--- src/rtl/uart_rx.sv ---
// UART receiver: 2-FF input synchronizer, mid-bit sampling FSM, optional parity,
// single-entry output register with valid/ready handshake and error pulses.
module uart_rx #(
    parameter int CLKS_PER_BIT = 50_000_000 / 115_200,
    parameter int BITS_N       = 8,
    parameter int PARITY_TYPE  = 2
) (
    input  logic              clk,
    input  logic              rst,
    input  logic              uart_in,
    output logic [BITS_N-1:0] data_rx,
    output logic              valid,
    input  logic              ready,
    output logic              parity_err,
    output logic              frame_err,
    output logic              overrun
);

    localparam int CNT_W = $clog2(CLKS_PER_BIT);
    localparam int BIT_W = (BITS_N > 1) ? $clog2(BITS_N) : 1;
    localparam int HALF  = (CLKS_PER_BIT - 1) / 2;

    typedef enum logic [2:0] {IDLE, START_BIT, DATA_BITS, PARITY, STOP_BIT} state_t;

    state_t             state_reg, state_next;
    logic [1:0]         sync_reg;
    logic               rx_s;
    logic [CNT_W-1:0]   count_reg, count_next;
    logic [BIT_W-1:0]   bit_n_reg, bit_n_next;
    logic [BITS_N-1:0]  shift_reg, shift_next;
    logic               flag_reg, flag_next;
    logic               bit_end, data_sample, parity_mismatch;
    logic [BITS_N-1:0]  data_rx_reg, data_rx_next;
    logic               valid_reg, valid_next;
    logic               parity_err_reg, parity_err_next;
    logic               frame_err_reg, frame_err_next;
    logic               overrun_reg, overrun_next;
    logic               stop_sample, stop_good, can_load;

    // Synchronizer resets to the idle level so reset release never looks like a start bit.
    always_ff @(posedge clk) begin
        if (rst) sync_reg <= 2'b11;
        else     sync_reg <= {sync_reg[0], uart_in};
    end
    assign rx_s = sync_reg[1];

    assign bit_end = (count_reg == CNT_W'(CLKS_PER_BIT - 1));
    assign parity_mismatch = (PARITY_TYPE == 1) ? (rx_s != ~^shift_reg) :
                             (PARITY_TYPE == 2) ? (rx_s != ^shift_reg)  : 1'b0;

    generate
        for (genvar gi = 0; gi < BITS_N; gi++) begin : g_shift
            assign shift_next[gi] = (data_sample && bit_n_reg == BIT_W'(gi)) ? rx_s : shift_reg[gi];
        end
    endgenerate

    // State and datapath registers
    always_ff @(posedge clk) begin
        if (rst) begin
            state_reg      <= IDLE;
            count_reg      <= '0;
            bit_n_reg      <= '0;
            shift_reg      <= '0;
            flag_reg       <= 1'b0;
            data_rx_reg    <= '0;
            valid_reg      <= 1'b0;
            parity_err_reg <= 1'b0;
            frame_err_reg  <= 1'b0;
            overrun_reg    <= 1'b0;
        end else begin
            state_reg      <= state_next;
            count_reg      <= count_next;
            bit_n_reg      <= bit_n_next;
            shift_reg      <= shift_next;
            flag_reg       <= flag_next;
            data_rx_reg    <= data_rx_next;
            valid_reg      <= valid_next;
            parity_err_reg <= parity_err_next;
            frame_err_reg  <= frame_err_next;
            overrun_reg    <= overrun_next;
        end
    end

    // Next-state logic
    always_comb begin
        state_next  = state_reg;
        count_next  = count_reg;
        bit_n_next  = bit_n_reg;
        flag_next   = flag_reg;
        data_sample = 1'b0;
        case (state_reg)
            IDLE: begin
                count_next = '0;
                bit_n_next = '0;
                if (!rx_s) state_next = START_BIT;
            end
            START_BIT: begin
                if (count_reg == CNT_W'(HALF)) begin
                    count_next = '0;
                    bit_n_next = '0;
                    flag_next  = 1'b0;
                    state_next = rx_s ? IDLE : DATA_BITS;
                end else begin
                    count_next = count_reg + CNT_W'(1);
                end
            end
            DATA_BITS: begin
                if (bit_end) begin
                    count_next  = '0;
                    data_sample = 1'b1;
                    if (bit_n_reg == BIT_W'(BITS_N - 1)) begin
                        bit_n_next = '0;
                        state_next = (PARITY_TYPE != 0) ? PARITY : STOP_BIT;
                    end else begin
                        bit_n_next = bit_n_reg + BIT_W'(1);
                    end
                end else begin
                    count_next = count_reg + CNT_W'(1);
                end
            end
            PARITY: begin
                if (bit_end) begin
                    count_next = '0;
                    flag_next  = parity_mismatch;
                    state_next = STOP_BIT;
                end else begin
                    count_next = count_reg + CNT_W'(1);
                end
            end
            STOP_BIT: begin
                if (bit_end) begin
                    count_next = '0;
                    state_next = IDLE;
                end else begin
                    count_next = count_reg + CNT_W'(1);
                end
            end
            default: state_next = IDLE;
        endcase
    end

    // Output logic: a good stop bit loads only if the holding register is free this cycle.
    always_comb begin
        stop_sample     = (state_reg == STOP_BIT) && bit_end;
        stop_good       = stop_sample && rx_s;
        can_load        = !valid_reg || ready;
        data_rx_next    = data_rx_reg;
        parity_err_next = parity_err_reg;
        valid_next      = valid_reg && !ready;
        if (stop_good && can_load) begin
            data_rx_next    = shift_reg;
            parity_err_next = flag_reg;
            valid_next      = 1'b1;
        end
        frame_err_next = stop_sample && !rx_s;
        overrun_next   = stop_good && !can_load;
    end

    assign data_rx    = data_rx_reg;
    assign valid      = valid_reg;
    assign parity_err = parity_err_reg;
    assign frame_err  = frame_err_reg;
    assign overrun    = overrun_reg;

endmodule

--- config.mk ---
export PLATFORM = sky130hd
export DESIGN_NAME = uart_rx
export DESIGN_NICKNAME = d
export VERILOG_FILES = /design/src/rtl/uart_rx.sv
export SDC_FILE = /design/constraint.sdc
export NUM_CORES = 1
export LEC_CHECK = 0
export CELL_PAD_IN_SITES_DETAIL_PLACEMENT = 1
export CELL_PAD_IN_SITES_GLOBAL_PLACEMENT = 2
export CORE_MARGIN = 4
export CORE_UTILIZATION = 35
export DETAILED_ROUTE_END_ITERATION = 7
export GPL_TIMING_DRIVEN = 0
export PLACE_DENSITY = 0.86
export SETUP_SLACK_MARGIN = 0.2
export SLEW_MARGIN = 20
export SYNTH_ARGS = -nofsm -noshare
export SYNTH_HDL_FRONTEND = slang
export SYNTH_SLANG_ARGS = --single-unit
--- constraint.sdc ---
create_clock -name clk -period 2.24 [get_ports clk]
set_clock_uncertainty 0.1 [all_clocks]
set_input_delay 0.224 -clock clk [delete_from_list [all_inputs] [get_ports clk]]
set_output_delay 0.224 -clock clk [all_outputs]
set_load 0.005 [all_outputs]
-- After elaboration in Yosys (flattened, before gate mapping)
Cells that the tools add are included.
- $add $sub $neg: 2
- eq/ne operators: 20
- mux-type cells: 21
- reductions and logical operators: 29
- operators with widths (cell ; number):
    two-way mux 3 bit ; 9
    case mux 9 bit (3 select lines) ; 1
    two-way mux 9 bit ; 2
    == test 3 bit, second input constant ; 5
    case mux 3 bit (5 select lines) ; 1
    logical AND 1 bit ; 14
    == test 3 x 2 -> 1 bit, second input constant ; 4
    inequality test 2 bit, second input constant ; 6
    adder 9 x 1 -> 9 bit, second input constant ; 1
    == test 9 x 8 -> 1 bit, second input constant ; 1
    == test 9 bit, second input constant ; 1
    case mux 3 bit (3 select lines) ; 1
    XOR reduction 8 bit ; 1
    == test 3 x 1 -> 1 bit, second input constant ; 2
    logical NOT 3 bit ; 2
    AND reduction 3 bit ; 2
    AND reduction 6 bit ; 1
    nonzero test 3 bit ; 2
    two-way mux 1 bit ; 5
    logical NOT 1 bit ; 4
    adder 3 x 1 -> 3 bit, second input constant ; 1
    OR reduction 3 bit ; 1
    two-way mux 2 bit ; 1
    case mux 1 bit (2 select lines) ; 1
    3 further kinds ; 3
- register bits: 38
- input port bits: 4
- output and inout bits: 12
- logic and storage cells: 90

-- Longest topological paths before layout
- depth after elaboration: 5
- gate-level depth with buffers: 8
- gate-level depth less buffers: 7

-- Worst setup path before layout
No wires, ideal clock.
- path type: reg-to-reg
- start point: register count_reg[2]
- end point: register flag_reg
- setup time: 0.070 ns
- arrival time: 1.807 ns
- slack: 0.263 ns
- cell stages (with the launch flop): 6
- buffers on the path: 1
- cells stage by stage: dfxtp_1 > or4b_1 > or3_1 > clkbuf_2 > or3_1 > a21oi_1
- cells in the longest elaborated chain, start to end: 3
- elaborated cells on any way between the ends: 5
- classes of those cells: eq/ne: 4; reduce/logical: 1
- RTL lines (what ; line ; source):
    start: declaration ; 28 ; logic [CNT_W-1:0] count_reg, count_next;
    start signal: assignment ; 72 ; count_reg <= count_next;
    == test 9 x 8 -> 1 bit / == test 9 bit (equally long branches) ; 98, 47 ;
    inequality test 2 bit (no source line) ; -- ;
    AND reduction 3 bit (no source line) (*) ; -- ;
    end signal: assignment ; 75 ; flag_reg <= flag_next;
    end: declaration ; 31 ; logic flag_reg, flag_next;
Every way passes the cells marked *; elsewhere a longest branch is shown, timed or not.
A chain may end at the register's enable or synchronous reset.

-- Worst setup path in the final report
- start point: register count_reg[2]
- end point: register overrun_reg, in the netlist overrun
- cells in the longest elaborated chain, start to end: 4
- RTL lines (what ; line ; source):
    == test 9 bit ; 47 ; assign bit_end = (count_reg == CNT_W'(CLKS_PER_BIT - 1));
    logical AND 1 bit ; 144 ; stop_sample = (state_reg == STOP_BIT) && bit_end;
    logical AND 1 bit ; 145 ; stop_good = stop_sample && rx_s;
    logical AND 1 bit ; 156 ; overrun_next = stop_good && !can_load;
    end signal: assignment ; 80 ; overrun_reg <= overrun_next;
    end: declaration ; 37 ; logic overrun_reg, overrun_next;
Every way passes these cells.

==> metrics <==
total standard cell area after synthesis 0.001871 sq mm; Synth area leader dfxtp_1; period utilization 0.8829; initial antenna violation count 0; achievable frequency 505.6 MHz; commonest register cell after synthesis dfxtp_1; IR Drop Worst-Case VDD 0.0003048 V; Clock transition at path regs ~0.07 ns; worst hold slack after final layout roughly 0.31 ns; Critical Path, Cell by Cell or4b_1, or3_1, clkbuf_8, buf_4, nor2_1, nand2_1, nor3_1; Mapped Cells 212; CTS root buffer clkbuf_8; critical path start-end classification register to register; number of pins exceeding their max-slew limit in the final report 0; Max transition margin 0.6279; worst skew pair latency 0.28 ns; post-detail-place hpwl 3.249 mm; net switching power 0.2658 mW; Rows 26; path type of the worst min-delay path register to register; Synth cell types 40; clock power share 0.450; Net Count, Synth 225; global-route wire length before repair approximately 7.5 mm; sum of buffers and inverters on the critical path 2; GRT Resource Usage Total 0.1471; Routed WL per cell 14.65 um; residual overflow from global routing 0; post-synthesis register bit count 38; startpoint class of the critical path register; number of nets in the layout 254; Internal Dissipation 1.048 mW; post-detailed-route count of antenna-violating nets 0; delay of the slowest critical-path stage 0.50 ns; pin count of the biggest net entering global routing 12; flip-flop count of the largest register, all copies and words added 9; top area cells in the synthesized netlist dfxtp_1 (41%), mux2i_1 (9.1%), ha_1 (6.0%); switching share of power 0.2023; final hold vios 0; yosys synthesis warning count 0; final worst path period need between 1.5 and 2 ns; die height 81.11 um; Top-Level Pins 16; setup repair after global routing missed its margin yes; overall power of the completed layout 1.314 mW; CP required ~2.3 ns; P per Cell Area 557.0 mW/mm^2; horizontal die dimension about 81 um; power share of the combinational group 0.033; clock tree from TritonCTS built; highest fanout seen on the critical path 5; P&R area growth vs syn 26.09%; fraction of layout cells with a size suffix above 1 0.1577; endpoint arrival time on the critical path 2.08 ns; slew of the pin with the lowest slew margin 0.5582 ns; status complete, no violations; LEAKAGE 0.9886 nW; number of H-tree branching levels 2; post-detailed-routing wire length 4.555 mm; number of detailed-routing iterations run before antenna repair 3; number of enable-type register cells in the synthesized netlist 0; number of buffer cells added on primary ports 14; core outline area 0.005140 sq mm; TritonCTS Sinks 38; proportion of netlist area held by the largest area contributor 0.4067; Mean Syn Cell Area 8.823 sq um; DRC Markers 0; sort of element at the end of the critical path register; number of inserted diodes 0; final weighted congestion of routability-driven global placement 0.7448; sequential element share of the synthesized area 0.4067; average vias per placed instance between 5 and 6; share of flip-flops with an asynchronous set or reset after synthesis 0; worst-case clock buffer depth 2; setup-violating endpoint count in the final report 0; initial detailed-routing violation count 26; via count of the first global-routing pass approximately 1600; slowest CP cell or4b_1; Largest delay share family, worst path simple AND/OR/NAND/NOR gates; fraction of power consumed by sequential logic 0.518; number of maximum-capacitance violations 0; total number of vias 1564; die area 0.006578 sq mm; TritonCTS buffer count 5; initial core utilization 0.3639
[through the flow]
stage,setup slack [ns],util,TNS [ns],instance area [sq um],instances
2_1_floorplan,0.2630,-,0,1871,212
3_3_place_gp,0.03213,0.4082,0,2098,296
3_5_place_dp,-0.0008531,0.4082,-0.0008531,2098,296
4_1_cts,0.1619,0.4440,0,2282,309
5_1_grt,0.1724,0.4589,0,2359,311
6_report,0.2623,0.4589,0,2359,311
[final cells by class]
type | count | area (sq um)
Timing Repair Buffer | 22 | 212.7
Clock inverter | 1 | 30.03
Buffer | 10 | 63.81
Fill cell | 638 | 2781
Inverter | 9 | 33.78
Clock buffer | 6 | 82.58
Multi-Input combinational cell | 155 | 1076
Sequential cell | 38 | 772.0
Tap cell | 70 | 87.58
[cells in the mapped netlist (2+ instances only)]
cell,count
nand2b_1,2
ha_1,9
dfxtp_1,38
nand3_1,15
mux2i_1,17
a31oi_1,2
a21oi_1,9
nor2_1,27
and2_1,3
a22oi_1,2
clkbuf_1,8
xor2_1,4
o21ai_0,4
inv_1,9
and3_1,2
or3_1,3
nand2_1,17
nor3b_1,5
o2bb2ai_1,3
or2_2,4
xnor2_1,4
nand4_1,2
nor3_1,6
[what timing repair did]
| action | in CTS | in global routing |
|---|---|---|
| gates resized for setup | 11 | 19 |
| pin swaps | 2 | 2 |
| setup endpoints to repair | 26 | 30 |
| endpoints found under the hold margin | 0 | 0 |
| buffers inserted | 6 | 2 |
| hold buffers | 0 | 0 |
[layout by cell type (no fill, tap or decap), types with 2 or more instances in the layout]
cell type,netlist,final
a21oi_2,0,2
or2_2,4,4
o21ai_0,4,4
inv_1,9,9
or3_1,3,3
xnor2_1,4,4
nand3_1,15,14
and3_1,2,2
a22oi_1,2,2
dfxtp_2,0,3
buf_4,0,8
a31oi_1,2,2
clkdlybuf4s50_1,0,14
clkbuf_8,0,7
nor2_1,27,27
ha_1,9,9
mux2i_1,17,17
nand2b_1,2,2
clkbuf_1,8,5
nand4_1,2,2
nand2_1,17,17
o2bb2ai_1,3,2
nor3_1,6,4
nor3b_1,5,4
dfxtp_1,38,33
and2_1,3,3
a21oi_1,9,7
dfxtp_4,0,2
xor2_1,4,4
[final timing paths]
path | from | to | slack [ns] | cells past startpoint
worst max register to register | count_reg[2] | overrun | 0.26 | 7
worst min register to register | sync_reg[0] | sync_reg[1] | 0.31 | 1
worst max-delay path | count_reg[2] | overrun | 0.26 | 7
worst min-delay path | sync_reg[0] | sync_reg[1] | 0.31 | 1
[routing by layer]
metal	vias up	routed length (um)	track usage
met2	14	2391	0.2750
li1	791	-	-
met4	0	41	0.03547
met5	-	0	0
met1	752	2024	0.1694
met3	7	98	0.03104
[power groups by stage]
stage / registers (mW) / logic (mW) / clock network [mW]
2_1_floorplan: 0.697 / 0.0269 / 0
3_3_place_gp: 0.698 / 0.0405 / 0
3_5_place_dp: 0.698 / 0.0412 / 0
4_1_cts: 0.679 / 0.0415 / 0.604
5_1_grt: 0.681 / 0.0493 / 0.637
6_report: 0.680 / 0.0430 / 0.591
[kinds of logic (layout without fill, tap and decap cells)]
family | Yosys count | after routing | share of synthesized area
AO/OA/AOI/OAI | 26 | 26 | 0.09097
adder cells (fa/ha/maj) | 9 | 9 | 0.06020
flip-flops | 38 | 38 | 0.4067
multiplexers | 17 | 17 | 0.09097
buffers and inverters | 19 | 48 | 0.03946
XOR/XNOR | 9 | 9 | 0.04949
AND/OR/NAND/NOR | 94 | 94 | 0.2622
Power figures use the tool's default switching activity.
